===== src/rtl/word_to_byte_serializer_pkg.sv =====
// Shared definitions for the word-to-byte serializer and its deserializer peer.
package word_to_byte_serializer_pkg;

  typedef enum logic {
    IDLE = 1'b0,
    SEND = 1'b1
  } state_e;

  localparam int         BYTES_PER_WORD    = 4;
  localparam int         WORD_W            = 8 * BYTES_PER_WORD;
  localparam logic [1:0] LAST_BYTE         = 2'(BYTES_PER_WORD - 1);
  // Comma-style idle character, also expected by the deserializer.
  localparam logic [7:0] DEFAULT_IDLE_BYTE = 8'hBC;

endpackage


===== src/rtl/word_to_byte_serializer_if.sv =====
// Word-in / byte-out bus of the serializer, plus lane status.
interface word_to_byte_serializer_if;
  import word_to_byte_serializer_pkg::*;

  logic [WORD_W-1:0] in_data;
  logic              in_valid;
  logic              in_ready;
  logic [7:0]        data_out;
  logic              out_valid;
  logic              active;
  logic              align_err;

  // master: word source / byte-lane observer
  modport master (
    output in_data, in_valid,
    input  in_ready, data_out, out_valid, active, align_err
  );

  // slave: the serializer itself
  modport slave (
    input  in_data, in_valid,
    output in_ready, data_out, out_valid, active, align_err
  );

endinterface


===== src/rtl/word_to_byte_serializer_phase_edge_detect.sv =====
// Rising-edge detector on the sampled clk_1 phase reference.
module phase_edge_detect (
  input  logic clk_in,
  input  logic reset_L,
  input  logic clk_1_phase,
  output logic phase_edge
);

  logic phase_q;

  // Previous phase sample; resets high so a phase already high out of reset is not an edge.
  always_ff @(posedge clk_in) begin
    if (!reset_L) phase_q <= 1'b1;
    else          phase_q <= clk_1_phase;
  end

  assign phase_edge = clk_1_phase & ~phase_q;

endmodule


===== src/rtl/word_to_byte_serializer.sv =====
// Serializes one 32-bit word per clk_1 period into 4 bytes (MSB first) on the
// clk_4 domain, idling with IDLE_BYTE, tracking lane activity and word alignment.
module word_to_byte_serializer
  import word_to_byte_serializer_pkg::*;
#(
  parameter logic [7:0]  IDLE_BYTE    = DEFAULT_IDLE_BYTE,
  parameter int unsigned ACTIVE_WORDS = 4
) (
  input  logic                             clk_in,
  input  logic                             reset_L,
  input  logic                             clk_1_phase,
  word_to_byte_serializer_if.slave         bus
);

  localparam logic [3:0] ACTIVE_CNT = 4'(ACTIVE_WORDS);

  logic              phase_edge;
  logic              accept;
  logic              mid_word;
  state_e            state_q;
  logic [1:0]        byte_cnt_q;
  logic [WORD_W-1:0] shift_q;
  logic [7:0]        data_q;
  logic              valid_q;
  logic              err_q;
  logic [3:0]        word_cnt_q;
  logic [3:0]        word_cnt_inc;
  logic              active_q;

  phase_edge_detect u_edge (
    .clk_in      (clk_in),
    .reset_L     (reset_L),
    .clk_1_phase (clk_1_phase),
    .phase_edge  (phase_edge)
  );

  // No buffering: ready only on the phase edge, the word is taken or lost.
  assign accept       = phase_edge & bus.in_valid;
  // Bytes of the current word are still waiting to be shown.
  assign mid_word     = (state_q == SEND) && (byte_cnt_q != LAST_BYTE);
  assign word_cnt_inc = (word_cnt_q >= ACTIVE_CNT) ? word_cnt_q : word_cnt_q + 4'd1;

  // Byte FSM: load on accept, shift while bytes remain, otherwise fall back to idle.
  always_ff @(posedge clk_in) begin
    if (!reset_L) begin
      state_q    <= IDLE;
      byte_cnt_q <= '0;
      shift_q    <= '0;
      data_q     <= IDLE_BYTE;
      valid_q    <= 1'b0;
      err_q      <= 1'b0;
    end else begin
      // An edge that lands before the last byte drops the rest of the word.
      err_q <= phase_edge & mid_word;
      if (accept) begin
        state_q    <= SEND;
        byte_cnt_q <= '0;
        data_q     <= bus.in_data[WORD_W-1 -: 8];
        shift_q    <= bus.in_data << 8;
        valid_q    <= 1'b1;
      end else if (!phase_edge && mid_word) begin
        byte_cnt_q <= byte_cnt_q + 2'd1;
        data_q     <= shift_q[WORD_W-1 -: 8];
        shift_q    <= shift_q << 8;
      end else begin
        // Last byte done with no new word (or late phase), or edge without data.
        state_q    <= IDLE;
        byte_cnt_q <= '0;
        data_q     <= IDLE_BYTE;
        valid_q    <= 1'b0;
      end
    end
  end

  // Run length of cleanly aligned words; active once the run is long enough.
  always_ff @(posedge clk_in) begin
    if (!reset_L) begin
      word_cnt_q <= '0;
      active_q   <= 1'b0;
    end else if (phase_edge) begin
      if (!bus.in_valid) begin
        word_cnt_q <= '0;
        active_q   <= 1'b0;
      end else if (mid_word) begin
        // Misaligned word starts a fresh run.
        word_cnt_q <= 4'd1;
        active_q   <= 1'b0;
      end else begin
        word_cnt_q <= word_cnt_inc;
        active_q   <= (word_cnt_inc >= ACTIVE_CNT);
      end
    end
  end

  assign bus.in_ready  = phase_edge;
  assign bus.data_out  = data_q;
  assign bus.out_valid = valid_q;
  assign bus.active    = active_q;
  assign bus.align_err = err_q;

endmodule


===== src/flat_wrapper.sv =====
// flat-port wrapper written by rule: the top's interface ports become plain ports
module word_to_byte_serializer_flat import word_to_byte_serializer_pkg::*;
#(
  parameter logic [7:0]  IDLE_BYTE    = DEFAULT_IDLE_BYTE,
  parameter int unsigned ACTIVE_WORDS = 4
)
  (clk_in, reset_L, clk_1_phase, bus_in_data, bus_in_valid, bus_in_ready, bus_data_out, bus_out_valid, bus_active, bus_align_err);
  word_to_byte_serializer_if bus_i ();
  input  logic clk_in;
  input  logic reset_L;
  input  logic clk_1_phase;
  input wire logic [$bits(bus_i.in_data)-1:0] bus_in_data;
  input wire logic [$bits(bus_i.in_valid)-1:0] bus_in_valid;
  output wire logic [$bits(bus_i.in_ready)-1:0] bus_in_ready;
  output wire logic [$bits(bus_i.data_out)-1:0] bus_data_out;
  output wire logic [$bits(bus_i.out_valid)-1:0] bus_out_valid;
  output wire logic [$bits(bus_i.active)-1:0] bus_active;
  output wire logic [$bits(bus_i.align_err)-1:0] bus_align_err;
  assign bus_i.in_data = bus_in_data;
  assign bus_i.in_valid = bus_in_valid;
  assign bus_in_ready = bus_i.in_ready;
  assign bus_data_out = bus_i.data_out;
  assign bus_out_valid = bus_i.out_valid;
  assign bus_active = bus_i.active;
  assign bus_align_err = bus_i.align_err;
  word_to_byte_serializer #(.IDLE_BYTE(IDLE_BYTE), .ACTIVE_WORDS(ACTIVE_WORDS)) u_core (.clk_in(clk_in), .reset_L(reset_L), .clk_1_phase(clk_1_phase), .bus(bus_i));
endmodule

===== config.mk =====
export PLATFORM = sky130hd
export DESIGN_NAME = word_to_byte_serializer_flat
export DESIGN_NICKNAME = d
export VERILOG_FILES = /design/src/rtl/word_to_byte_serializer_pkg.sv /design/src/rtl/word_to_byte_serializer_if.sv /design/src/rtl/word_to_byte_serializer_phase_edge_detect.sv /design/src/rtl/word_to_byte_serializer.sv /design/src/flat_wrapper.sv
export SDC_FILE = /design/constraint.sdc
export NUM_CORES = 1
export LEC_CHECK = 0
export CORE_MARGIN = 2
export CORE_UTILIZATION = 30
export CTS_BUF_LIST = sky130_fd_sc_hd__clkbuf_4 sky130_fd_sc_hd__clkbuf_8
export CTS_CLUSTER_DIAMETER = 200
export DETAILED_ROUTE_END_ITERATION = 7
export GPL_TIMING_DRIVEN = 1
export PLACE_DENSITY = 0.64
export SETUP_SLACK_MARGIN = 0.2
export SLEW_MARGIN = 30
export SYNTH_ARGS = -nofsm -noshare
export SYNTH_HDL_FRONTEND = slang
export SYNTH_SLANG_ARGS = --single-unit
export TNS_END_PERCENT = 30

===== constraint.sdc =====
create_clock -name clk_in -period 1.7 [get_ports clk_in]
set_input_delay 0.34 -clock clk_in [delete_from_list [all_inputs] [get_ports clk_in]]
set_output_delay 0.34 -clock clk_in [all_outputs]
set_load 0.005 [all_outputs]

# After elaboration in Yosys (flattened, before gate mapping)
# Cells that the tools add are included.
# classes
addsub	2
n_lt_le_gt_ge	2
eq_ne	2
mux	11
n_bitwise	6
reduce_logical	5
# op_table
cell	count
2-to-1 mux 32 bit	2
2-to-1 mux 8 bit	2
2-to-1 mux 4 bit	3
greater-or-equal comparator 4 x 3 -> 1 bit, second input constant	2
adder 4 x 1 -> 4 bit, second input constant	1
2-to-1 mux 1 bit	4
bitwise AND 1 bit	3
inverter 1 bit	3
OR reduction 3 bit	1
adder 2 x 1 -> 2 bit, second input constant	1
logical AND 1 bit	2
!= test 2 x 1 -> 1 bit, second input constant	1
!= test 2 bit, second input constant	1
nonzero test 2 bit	1
logical NOT 1 bit	1
# totals
register_bits	42
inputBits	36
output_inout_bits	12
word_cells	36

# Longest topological paths before layout
# Gate-level depths: netlist (run 1).
# depth
word_depth	6
mapped_depth	6
ltp_nobuf	4

# Cells and area by module
# A second synthesis (run 1) with hierarchy kept.
# unflattened
cells_unflattened	180
area_unflattened_um2	1681.6
# modules_own_cells
mod	n_inst	cells_per_inst	area_per_inst_um2	seq_area_each_um2
word_to_byte_serializer	1	177	1641.6	820.8
phase_edge_detect	1	3	40.0	20.0

# Worst setup path after synthesis (run 1)
# No wires, ideal clock.
# synth_timing
path_type	register to register
from	reg u_core.byte_cnt_q[0]
to	reg u_core.shift_q[30]
setup_time_ps	88
arrival_ps	1210
required_time_ps	1612
slack_ps	402
path_stages_with_launch	7
n_path_buf	2
period_less_slack_ps	1298
path_cell_list	dfxtp_1 > ha_1 > nand2b_1 > buf_2 > clkbuf_1 > nor3_1 > a311oi_2
# synth_between
elab_chain_cells	4
# synth_lines
element	line	text
from (decl)	word_to_byte_serializer.sv:21	logic [1:0] byte_cnt_q;
from (signal assigned)	word_to_byte_serializer.sv:62	byte_cnt_q <= byte_cnt_q + 2'd1;
!= test 2 bit	word_to_byte_serializer.sv:40	assign mid_word = (state_q == SEND) && (byte_cnt_q != LAST_BYTE);
logical AND 1 bit	word_to_byte_serializer.sv:40	
logical AND 1 bit	word_to_byte_serializer.sv:61	end else if (!phase_edge && mid_word) begin
nonzero test 2 bit (no line)	n/a	
to (signal assigned)	word_to_byte_serializer.sv:59	shift_q <= bus.in_data << 8;
to (signal assigned)	word_to_byte_serializer.sv:64	shift_q <= shift_q << 8;
to (decl)	word_to_byte_serializer.sv:22	logic [WORD_W-1:0] shift_q;
# No other way between the ends.
# A chain may end at the register's enable or synchronous reset.

==> results of run 1 <==
[sequential cells by signal, indices dropped and copies added (netlist names)]
register and count:
u_core.state_q 1, u_core.byte_cnt_q 2, u_core.u_edge.phase_q 1, u_core.bus.active 1, u_core.shift_q 24, u_core.bus.align_err 1, u_core.bus.data_out 8, u_core.word_cnt_q 4
[layer usage]
layer	GRT usage, %	vias to the layer above	wire length, um
li1	-	807	-
met1	19.2	701	1890
met2	21.3	48	1830
met3	3.41	8	244
met4	5.69	0	74
met5	0	-	0
[per-stage QoR]
stage | std cells | TNS (ns) | cell area [um^2] | hold WS [ns]
after floorplan | 191 | 0 | 1690 | 0.399
after global placement | 313 | -0.449 | 2330 | 0.409
after detailed placement | 313 | -1.39 | 2330 | 0.418
after CTS | 322 | 0 | 2430 | 0.431
after global routing | 322 | 0 | 2440 | 0.462
final | 322 | 0 | 2440 | 0.431
[area by class of cell]
class | count | area, um^2
well taps | 72 | 90.1
repair buffers | 66 | 651
clock buffers | 7 | 90.1
inverters | 4 | 15.0
flip-flops and latches | 42 | 842
multi-input cells | 130 | 746
fillers | 560 | 3030
clock inverters | 1 | 5.00
[kinds of logic after synthesis]
| logic type | after synthesis | synth area share, % |
|---|---|---|
| buffers and inverters | 19 | 6.37 |
| adders and majority gates | 2 | 1.48 |
| AOI/OAI and AO/OA | 54 | 22.7 |
| DFF | 42 | 49.7 |
| and+or+nand+nor | 74 | 19.8 |
[placed cells by master (no fill, tap or decap), drive strengths merged]
| master | n |
|---|---|
| a21oi | 11 |
| or2 | 1 |
| o32ai | 1 |
| nand2 | 42 |
| dlymetal6s2s | 1 |
| dfxtp | 42 |
| clkbuf | 7 |
| nor2 | 2 |
| o221a | 1 |
| o21ai | 11 |
| and2 | 1 |
| nor2b | 1 |
| a22o | 3 |
| buf | 19 |
| ha | 2 |
| a211oi | 2 |
| a31oi | 8 |
| and3b | 1 |
| nand3b | 1 |
| nand2b | 3 |
| o22a | 5 |
| nand3 | 8 |
| o2111ai | 1 |
| clkdlybuf4s50 | 44 |
| inv | 3 |
| dlygate4sd2 | 2 |
| clkinv | 2 |
| a311oi | 11 |
| nor3 | 14 |
[power breakdown]
group	internal, mW	switching (mW)	leakage (nW)	total (mW)
clock network	0.343	0.323	0.0517	0.667
logic	0.134	0.0892	0.515	0.223
registers	1.01	0.0156	0.341	1.03
[what timing repair did]
action / in CTS / in global routing
setup buffers: 1 / 0
gates resized for setup: 2 / 3
cloned: 0 / 0
setup endpoints to repair: 2 / 13
[worst paths after layout]
kind | to | slack [ns] | cells past startpoint
setup / recovery | bus_out_valid | 0.20 | 1
setup reg to reg | u_core.byte_cnt_q[1] | 0.30 | 6
hold reg to reg | u_core.byte_cnt_q[0] | 0.43 | 1
hold / removal | u_core.byte_cnt_q[0] | 0.43 | 1
==> flow_summary.json, run 1 <==
{
  "status": "complete, no violations",
  "syn-mean-instance-area_um2": 8.85,
  "grt_setup_unrepaired": "true",
  "synth_most_common_cell": "sky130_fd_sc_hd__dfxtp_1",
  "synthArstFlopShare_pct": 0,
  "global_route_wire_length_before_repair_mm": 6.93,
  "wirelength_mm": 4.04,
  "placeableCoreArea_um2": 5470,
  "place.detailed.hpwl_mm": 2.98,
  "design_power_total_mw": 1.92,
  "detail_route.iter0.violations": 97,
  "dr.pass1.iters": 4,
  "drt-wirelength-per-cell_um": 12.5,
  "hp-class": "reg -> reg",
  "clk_tree_root_cell": "sky130_fd_sc_hd__clkbuf_8",
  "cts_tree": "done",
  "clk-insertion-delay-late_ns": 0.29,
  "grt-ovfl-total": 0,
  "die_area_um2": 6250,
  "route.detailed.vias_per_inst": 4.86,
  "antenna_cells_inserted": 0,
  "number_of_routed_nets_with_antenna_violations": 0,
  "setup_viol": 0,
  "clk_pin_slew_worst_paths_ns": 0.08,
  "yosys-top-cells-area": "sky130_fd_sc_hd__dfxtp_1 50%, sky130_fd_sc_hd__nand2_1 8.9%, sky130_fd_sc_hd__a311oi_1 4.7%",
  "p_leak_nw": 0.908,
  "setup_skew_ns": 0.00311,
  "cts.sinks": 42,
  "utilization_pct": 44.6,
  "crit_path_max_incr_delay_ns": 0.51,
  "worstSetupPathType": "reg -> out",
  "netlist.top_cell.by_area": "sky130_fd_sc_hd__dfxtp_1",
  "yosysSeqAreaShare_pct": 49.7,
  "max_cap_violations": 0,
  "crit_required_ns": 1.36,
  "crit_arrival_ns": 1.16,
  "final_hold_viol_count": 0,
  "place.port_buffers": 47,
  "grt_max_degree": 26,
  "ys.warnings.count": 0,
  "period_minus_slack_ns": 1.50,
  "ys_top_cells_by_count": "42 x sky130_fd_sc_hd__dfxtp_1, 40 x sky130_fd_sc_hd__nand2_1, 14 x sky130_fd_sc_hd__nor3_1",
  "grt_antenna_before_repair": 0,
  "worst-path-max-fanout": 3,
  "tightest_slew_ns": 0.352,
  "crit_family": "buffers and inverters",
  "placement_rows": 27,
  "post_cts_hold_buffer_count": 0,
  "cts_max_level": 2,
  "gp_congestion": 0.793,
  "post_synth_inst_count": 191,
  "worstPathCellList": "clkdlybuf4s50_1",
  "synth-main-ff-cell": "sky130_fd_sc_hd__dfxtp_1",
  "num-nets-final": 287,
  "timing.hold.worst.start": "u_core.byte_cnt_q[0]",
  "dp_worst_setup_slack_ns": -0.110,
  "initial_utilization_pct": 30.9,
  "maxSlewViolCount": 0,
  "area_growth_syn_to_layout_pct": 44.3,
  "irDropWorstVdd_mv": 0.277,
  "dieWidth_um": 79.1,
  "drc_errors": 0,
  "worst-path-buf-inv": 1,
  "vias": 1564,
  "syn_std_cell_area_um2": 1690,
  "boundary_pin_count": 48,
  "timing.critical_path.from": "u_core.state_q",
  "critical_path.reg2reg.startpoint": "u_core.byte_cnt_q[0]",
  "timing.final.ws_setup_ns": 0.202,
  "grt.total_usage_pct": 14.1,
  "timing.final.crit_share_pct": 88.1,
  "fp.dieH_um": 79.1,
  "synth_seq_cells": 42,
  "synth_nets": 229,
  "synth_enable_flop_cells": 0,
  "startpoint_type": "register",
  "setup.worst_path.end_class": "output port",
  "synth_largest_type_area_fraction_pct": 49.7,
  "power_density_nw_per_um2": 787,
  "drive_above_1_share_pct": 14.4,
  "max_slew_margin_pct": 76.5,
  "fmax_mhz": 668,
  "bufs_on_longest_clock_path": 2,
  "number_of_buffers_added_by_the_clock_tree_synthesis_step": 5,
  "grt_pass1_vias": 1527,
  "synthDistinctLibCells": 33,
  "cp_slowest_cell": "sky130_fd_sc_hd__clkdlybuf4s50_1"
}
Note: power is estimated with default switching activity, not from simulation.
==> run 2: changes to the inputs <==
- CORE_UTILIZATION: 30 -> 49
- PLACE_DENSITY: 0.64 -> 0.91
- SETUP_SLACK_MARGIN: 0.2 -> default
==> flow_summary.json, run 2 (synthesis results as in run 1) <==
{
  "status": "complete, no violations",
  "grt_pass1_vias": 1542,
  "setup.worst_path.end_class": "register",
  "setup_tns_ns": 0,
  "grt.total_usage_pct": 22.6,
  "power_density_nw_per_um2": 727,
  "dr.pass1.iters": 4,
  "clk-insertion-delay-late_ns": 0.35,
  "placement_rows": 21,
  "irDropWorstVdd_mv": 0.478,
  "bufs_on_longest_clock_path": 2,
  "number_of_routed_nets_with_antenna_violations": 0,
  "drt-wirelength-per-cell_um": 13.6,
  "max_slew_margin_pct": 64.6,
  "wirelength_mm": 4.01,
  "period_minus_slack_ns": 1.56,
  "intPower_mw": 1.30,
  "worst-path-max-fanout": 9,
  "post-place-cells": 289,
  "p_clk_share_pct": 26.4,
  "gp_congestion": 0.771,
  "drc_errors": 0,
  "dieWidth_um": 62.7,
  "grt_max_degree": 16,
  "final.hold.worst_slack_ns": 0.433,
  "grt-ovfl-total": 0,
  "most_common_cell_after_layout_fill_and_taps_aside": "sky130_fd_sc_hd__clkdlybuf4s50_1",
  "clk_tree_root_cell": "sky130_fd_sc_hd__clkbuf_4",
  "post_layout_nonfiller_instances": 296,
  "worstSetupPathType": "reg -> reg",
  "place.detailed.hpwl_mm": 2.99,
  "fp.dieH_um": 62.7,
  "boundary_pin_count": 48,
  "p_leak_nw": 0.868,
  "clk_pin_slew_worst_paths_ns": 0.11,
  "min_delay_path_depth": 1,
  "global_route_wire_length_before_repair_mm": 6.96,
  "p_sw_share_pct": 23.9,
  "post-cts-setup-buffer-count": 0,
  "startpoint_type": "register",
  "leading_cell_types_in_the_layout_fill_and_taps_excluded": "45 x sky130_fd_sc_hd__clkdlybuf4s50_1, 41 x sky130_fd_sc_hd__dfxtp_1, 40 x sky130_fd_sc_hd__nand2_1",
  "antenna_cells_inserted": 0,
  "power.share.sequential_pct": 60.5,
  "cts.sinks": 42,
  "switching_power_mw": 0.407,
  "timing.final.ws_setup_ns": 0.135,
  "pwr-share-comb_pct": 13.1,
  "drive_above_1_share_pct": 14.4,
  "grt_setup_unrepaired": "false",
  "route.detailed.vias_per_inst": 5.36,
  "maxSlewViolCount": 0,
  "number_of_buffers_added_by_the_clock_tree_synthesis_step": 5,
  "grt_antenna_before_repair": 0,
  "die_area_um2": 3940,
  "final_hold_viol_count": 0,
  "fmax_mhz": 639,
  "initial_utilization_pct": 50.7,
  "placeableCoreArea_um2": 3340,
  "max_ffs_per_register": 24,
  "design_power_total_mw": 1.70,
  "max_cap_violations": 0,
  "cts_max_level": 2,
  "setup_skew_ns": 0.0111,
  "crit_arrival_ns": 1.86,
  "crit_required_ns": 2.00,
  "vias": 1586,
  "detail_route.iter0.violations": 84,
  "largest-register": "u_core.shift_q",
  "place.port_buffers": 47,
  "tightest_slew_ns": 0.528,
  "timing.final.crit_share_pct": 92.0,
  "cts_tree": "done",
  "num-nets-final": 288,
  "r2r.worst_path.cells": 5,
  "dp_worst_setup_slack_ns": -0.139,
  "setup_viol": 0,
  "area_growth_syn_to_layout_pct": 38.6,
  "hp-class": "reg -> reg"
}
[run 2: cell count changes in the layout (fill, tap and decap cells not counted), sizes merged]
cell	delta
clkinv	+1
buf	+1
dlymetal6s2s	-1
clkdlybuf4s50	+1
clkbuf	-2
[run 2: critical path: stages (launching register included)]
cell and delay [ns]:
sky130_fd_sc_hd__dfxtp_1 0.33, sky130_fd_sc_hd__ha_1 0.20, sky130_fd_sc_hd__nand2b_1 0.21, sky130_fd_sc_hd__buf_4 0.20, sky130_fd_sc_hd__nor3_1 0.37, sky130_fd_sc_hd__and2_1 0.20
[run 2: routing by layer]
layer | vias up | share of wire [%] | track usage, %
li1 | 805 | - | -
met1 | 707 | 43 | 27.6
met2 | 68 | 49 | 37.5
met3 | 6 | 6.6 | 6.31
met4 | 0 | 1.5 | 9.44
met5 | - | 0 | 0
[run 2: layout make-up]
type / instances / area, um^2
fill: 280 / 995
timing repair buffer: 67 / 631
clock inverter: 2 / 10.0
sequential: 42 / 842
clock buffer: 5 / 37.5
inverter: 4 / 15.0
multi-input combinational: 130 / 749
tap: 46 / 57.6
[run 2: power groups by stage]
stage / logic (mW) / clock network, mW / registers, mW
3_3_place_gp: 0.216 / 0 / 1.05
6_report: 0.223 / 0.449 / 1.03
5_1_grt: 0.244 / 0.511 / 1.03
2_1_floorplan: 0.0887 / 0 / 1.05
4_1_cts: 0.223 / 0.460 / 1.03
3_5_place_dp: 0.221 / 0 / 1.05
[run 2: repair_timing]
item | in CTS | in global routing
endpoints found under the setup margin | 1 | 0
hold buffers | 0 | 0
hold endpoints to repair | 0 | 0
gates resized for setup | 4 | 0
[run 2: path summary, 6_finish.rpt]
kind / startpoint / to / slack [ns]
worst max-delay path: u_core.byte_cnt_q[0] / u_core.byte_cnt_q[1] / 0.14
worst min-delay path: u_core.byte_cnt_q[0] / u_core.byte_cnt_q[0] / 0.43
worst max register to register: u_core.byte_cnt_q[0] / u_core.byte_cnt_q[1] / 0.14
worst min register to register: u_core.byte_cnt_q[0] / u_core.byte_cnt_q[0] / 0.43
[run 2: stage by stage]
step                      util (%)  area, um^2
after floorplan                  -        1690
after global placement        68.6        2290
after detailed placement      68.6        2290
after CTS                     70.2        2340
after global routing          70.2        2340
final                         70.2        2340
==> run 3: changes to the inputs <==
- ABC_CLOCK_PERIOD_IN_PS: default -> 2000
- CORE_UTILIZATION: 49 -> 52
- PLACE_DENSITY: 0.91 -> 0.9
- clock period: 1.7 -> 2 ns (I/O delays scaled with it)
==> flow_summary.json, run 3 (synthesis results as in run 1) <==
{
  "status": "complete, no violations",
  "startpoint_type": "register",
  "route.detailed.vias_per_inst": 5.38,
  "clk-insertion-delay-late_ns": 0.36,
  "place.port_buffers": 47,
  "place.detailed.hpwl_mm": 2.69,
  "timing.final.crit_share_pct": 82.2,
  "largest-register": "u_core.shift_q",
  "cts_max_level": 2,
  "seq_area_um2": 841,
  "cp_slowest_cell": "sky130_fd_sc_hd__clkdlybuf4s50_1",
  "crit_family": "buffers and inverters",
  "die_area_um2": 3720,
  "number_of_buffers_added_by_the_clock_tree_synthesis_step": 5,
  "dpl-instance-area_um2": 2220,
  "placeableCoreArea_um2": 3080,
  "post_layout_nonfiller_instances": 285,
  "tightest_slew_ns": 0.539,
  "setup_skew_ns": 0.00674,
  "crit_path_max_incr_delay_ns": 0.51,
  "fmax_mhz": 608,
  "power_density_nw_per_um2": 646,
  "timing.hold.worst.start": "u_core.bus.active",
  "worst-path-buf-inv": 1,
  "final_hold_viol_count": 0,
  "post_cts_hold_buffer_count": 0,
  "vias": 1534,
  "maxSlewViolCount": 0,
  "n_fill_cell": 249,
  "grt.total_usage_pct": 22.5,
  "setup.worst_path.end_class": "output port",
  "terminus_of_the_critical_flop_to_flop_path": "u_core.bus.data_out[1]",
  "setup_tns_ns": 0,
  "dieWidth_um": 61.0,
  "num-nets-final": 278,
  "worst-path-max-fanout": 3,
  "post-place-cells": 277,
  "design_area_um2": 2280,
  "worstPathCellList": "clkdlybuf4s50_1",
  "irDropWorstVdd_mv": 0.389,
  "drive_above_1_share_pct": 10.4,
  "crit_required_ns": 1.60,
  "critical_path.reg2reg.startpoint": "u_core.byte_cnt_q[0]",
  "number_of_routed_nets_with_antenna_violations": 0,
  "crit_arrival_ns": 1.24,
  "min_delay_path_depth": 2,
  "leading_cell_types_in_the_layout_fill_and_taps_excluded": "46 x sky130_fd_sc_hd__clkdlybuf4s50_1, 42 x sky130_fd_sc_hd__dfxtp_1, 40 x sky130_fd_sc_hd__nand2_1",
  "setup_viol": 0,
  "timing.final.ws_setup_ns": 0.355,
  "p_leak_nw": 0.828,
  "detail_route.iter0.violations": 60,
  "boundary_pin_count": 48,
  "global_route_wire_length_before_repair_mm": 6.09,
  "clk_pin_slew_worst_paths_ns": 0.13,
  "initial_utilization_pct": 54.9,
  "post-cts-setup-buffer-count": 0,
  "multiInputGateArea_um2": 742,
  "max_ffs_per_register": 24,
  "grt_antenna_before_repair": 0,
  "worstSetupPathType": "reg -> out",
  "cts.sinks": 42,
  "gp_congestion": 0.825,
  "antenna_cells_inserted": 0,
  "dp_worst_setup_slack_ns": 0.0579,
  "hp-class": "reg -> reg",
  "worst-path-stages": 1,
  "placement_rows": 20,
  "design_power_total_mw": 1.48,
  "most_common_cell_after_layout_fill_and_taps_aside": "sky130_fd_sc_hd__clkdlybuf4s50_1",
  "hold_path_end": "u_core.bus.active",
  "max_cap_violations": 0,
  "period_minus_slack_ns": 1.64,
  "r2r_slack_ns": 0.42,
  "dr.pass1.iters": 4,
  "drt-wirelength-per-cell_um": 13.0,
  "grt-ovfl-total": 0,
  "drc_errors": 0,
  "max_slew_margin_pct": 63.9,
  "clk_tree_root_cell": "sky130_fd_sc_hd__clkbuf_4",
  "wirelength_mm": 3.71,
  "bufs_on_longest_clock_path": 2,
  "grt_max_degree": 31,
  "cts_tree": "done",
  "grt_pass1_vias": 1419,
  "r2r.worst_path.cells": 5,
  "grt_setup_unrepaired": "false",
  "fp.dieH_um": 61.0,
  "area_growth_syn_to_layout_pct": 35.2
}
[run 3: changes by cell type in the layout (fill, tap and decap cells not counted)]
cell	previous run	this run
sky130_fd_sc_hd__buf_12	1	2
sky130_fd_sc_hd__buf_4	19	8
sky130_fd_sc_hd__clkdlybuf4s50_1	45	46
sky130_fd_sc_hd__clkinv_2	2	1
sky130_fd_sc_hd__clkinv_4	0	1
sky130_fd_sc_hd__clkinvlp_4	0	1
sky130_fd_sc_hd__dfxtp_1	41	42
sky130_fd_sc_hd__dfxtp_2	1	0
sky130_fd_sc_hd__dlygate4sd2_1	2	0
sky130_fd_sc_hd__dlymetal6s2s_1	0	1
sky130_fd_sc_hd__nand2b_1	2	3
sky130_fd_sc_hd__nand2b_4	1	0
[run 3: where the power goes]
group	internal [mW]	switching [mW]	total [mW]	leakage, nW
Sequential	0.862	0.0129	0.875	0.341
Combinational	0.106	0.0733	0.179	0.456
Clock	0.137	0.285	0.422	0.0312
[run 3: repair_timing]
action                     CTS  global route
hold endpoints to repair     0             0
setup endpoints to repair    0             1
resized for setup            0             1
[run 3: layout make-up]
cell class / count / share of cell area [%]
Clock buffer: 5 / 1.64
Clock inverter: 3 / 0.931
Inverter: 4 / 0.657
Multi-Input combinational cell: 130 / 32.5
Sequential cell: 42 / 36.8
Tap cell: 44 / 2.41
Timing Repair Buffer: 57 / 25.1
[run 3: routing by layer]
layer  track usage (%)  wire (um)  vias to the layer above
li1                  -          -                      783
met1              26.9       1640                      687
met2              39.2       1770                       58
met3              4.62        246                        6
met4              9.63         60                        0
met5                 0          0                        -
[run 3: worst max-delay path by stage]
stage / startpoint / to / slack, ns
after floorplan: u_core.byte_cnt_q[0] / u_core.shift_q[30] / 0.70
after global placement: clk_1_phase / bus_in_ready / 0.06
after detailed placement: clk_1_phase / bus_in_ready / 0.06
after CTS: clk_1_phase / bus_in_ready / 0.06
after global routing: u_core.byte_cnt_q[0] / u_core.bus.data_out[0] / 0.27
final: u_core.state_q / bus_out_valid / 0.36
[run 3: per-stage QoR]
stage / utilization, % / hold slack [ns]
floorplan: - / 0.399
CTS: 74.1 / 0.461
detailed placement: 72.2 / 0.444
global route: 74.2 / 0.473
global placement: 72.2 / 0.410
finish: 74.2 / 0.459
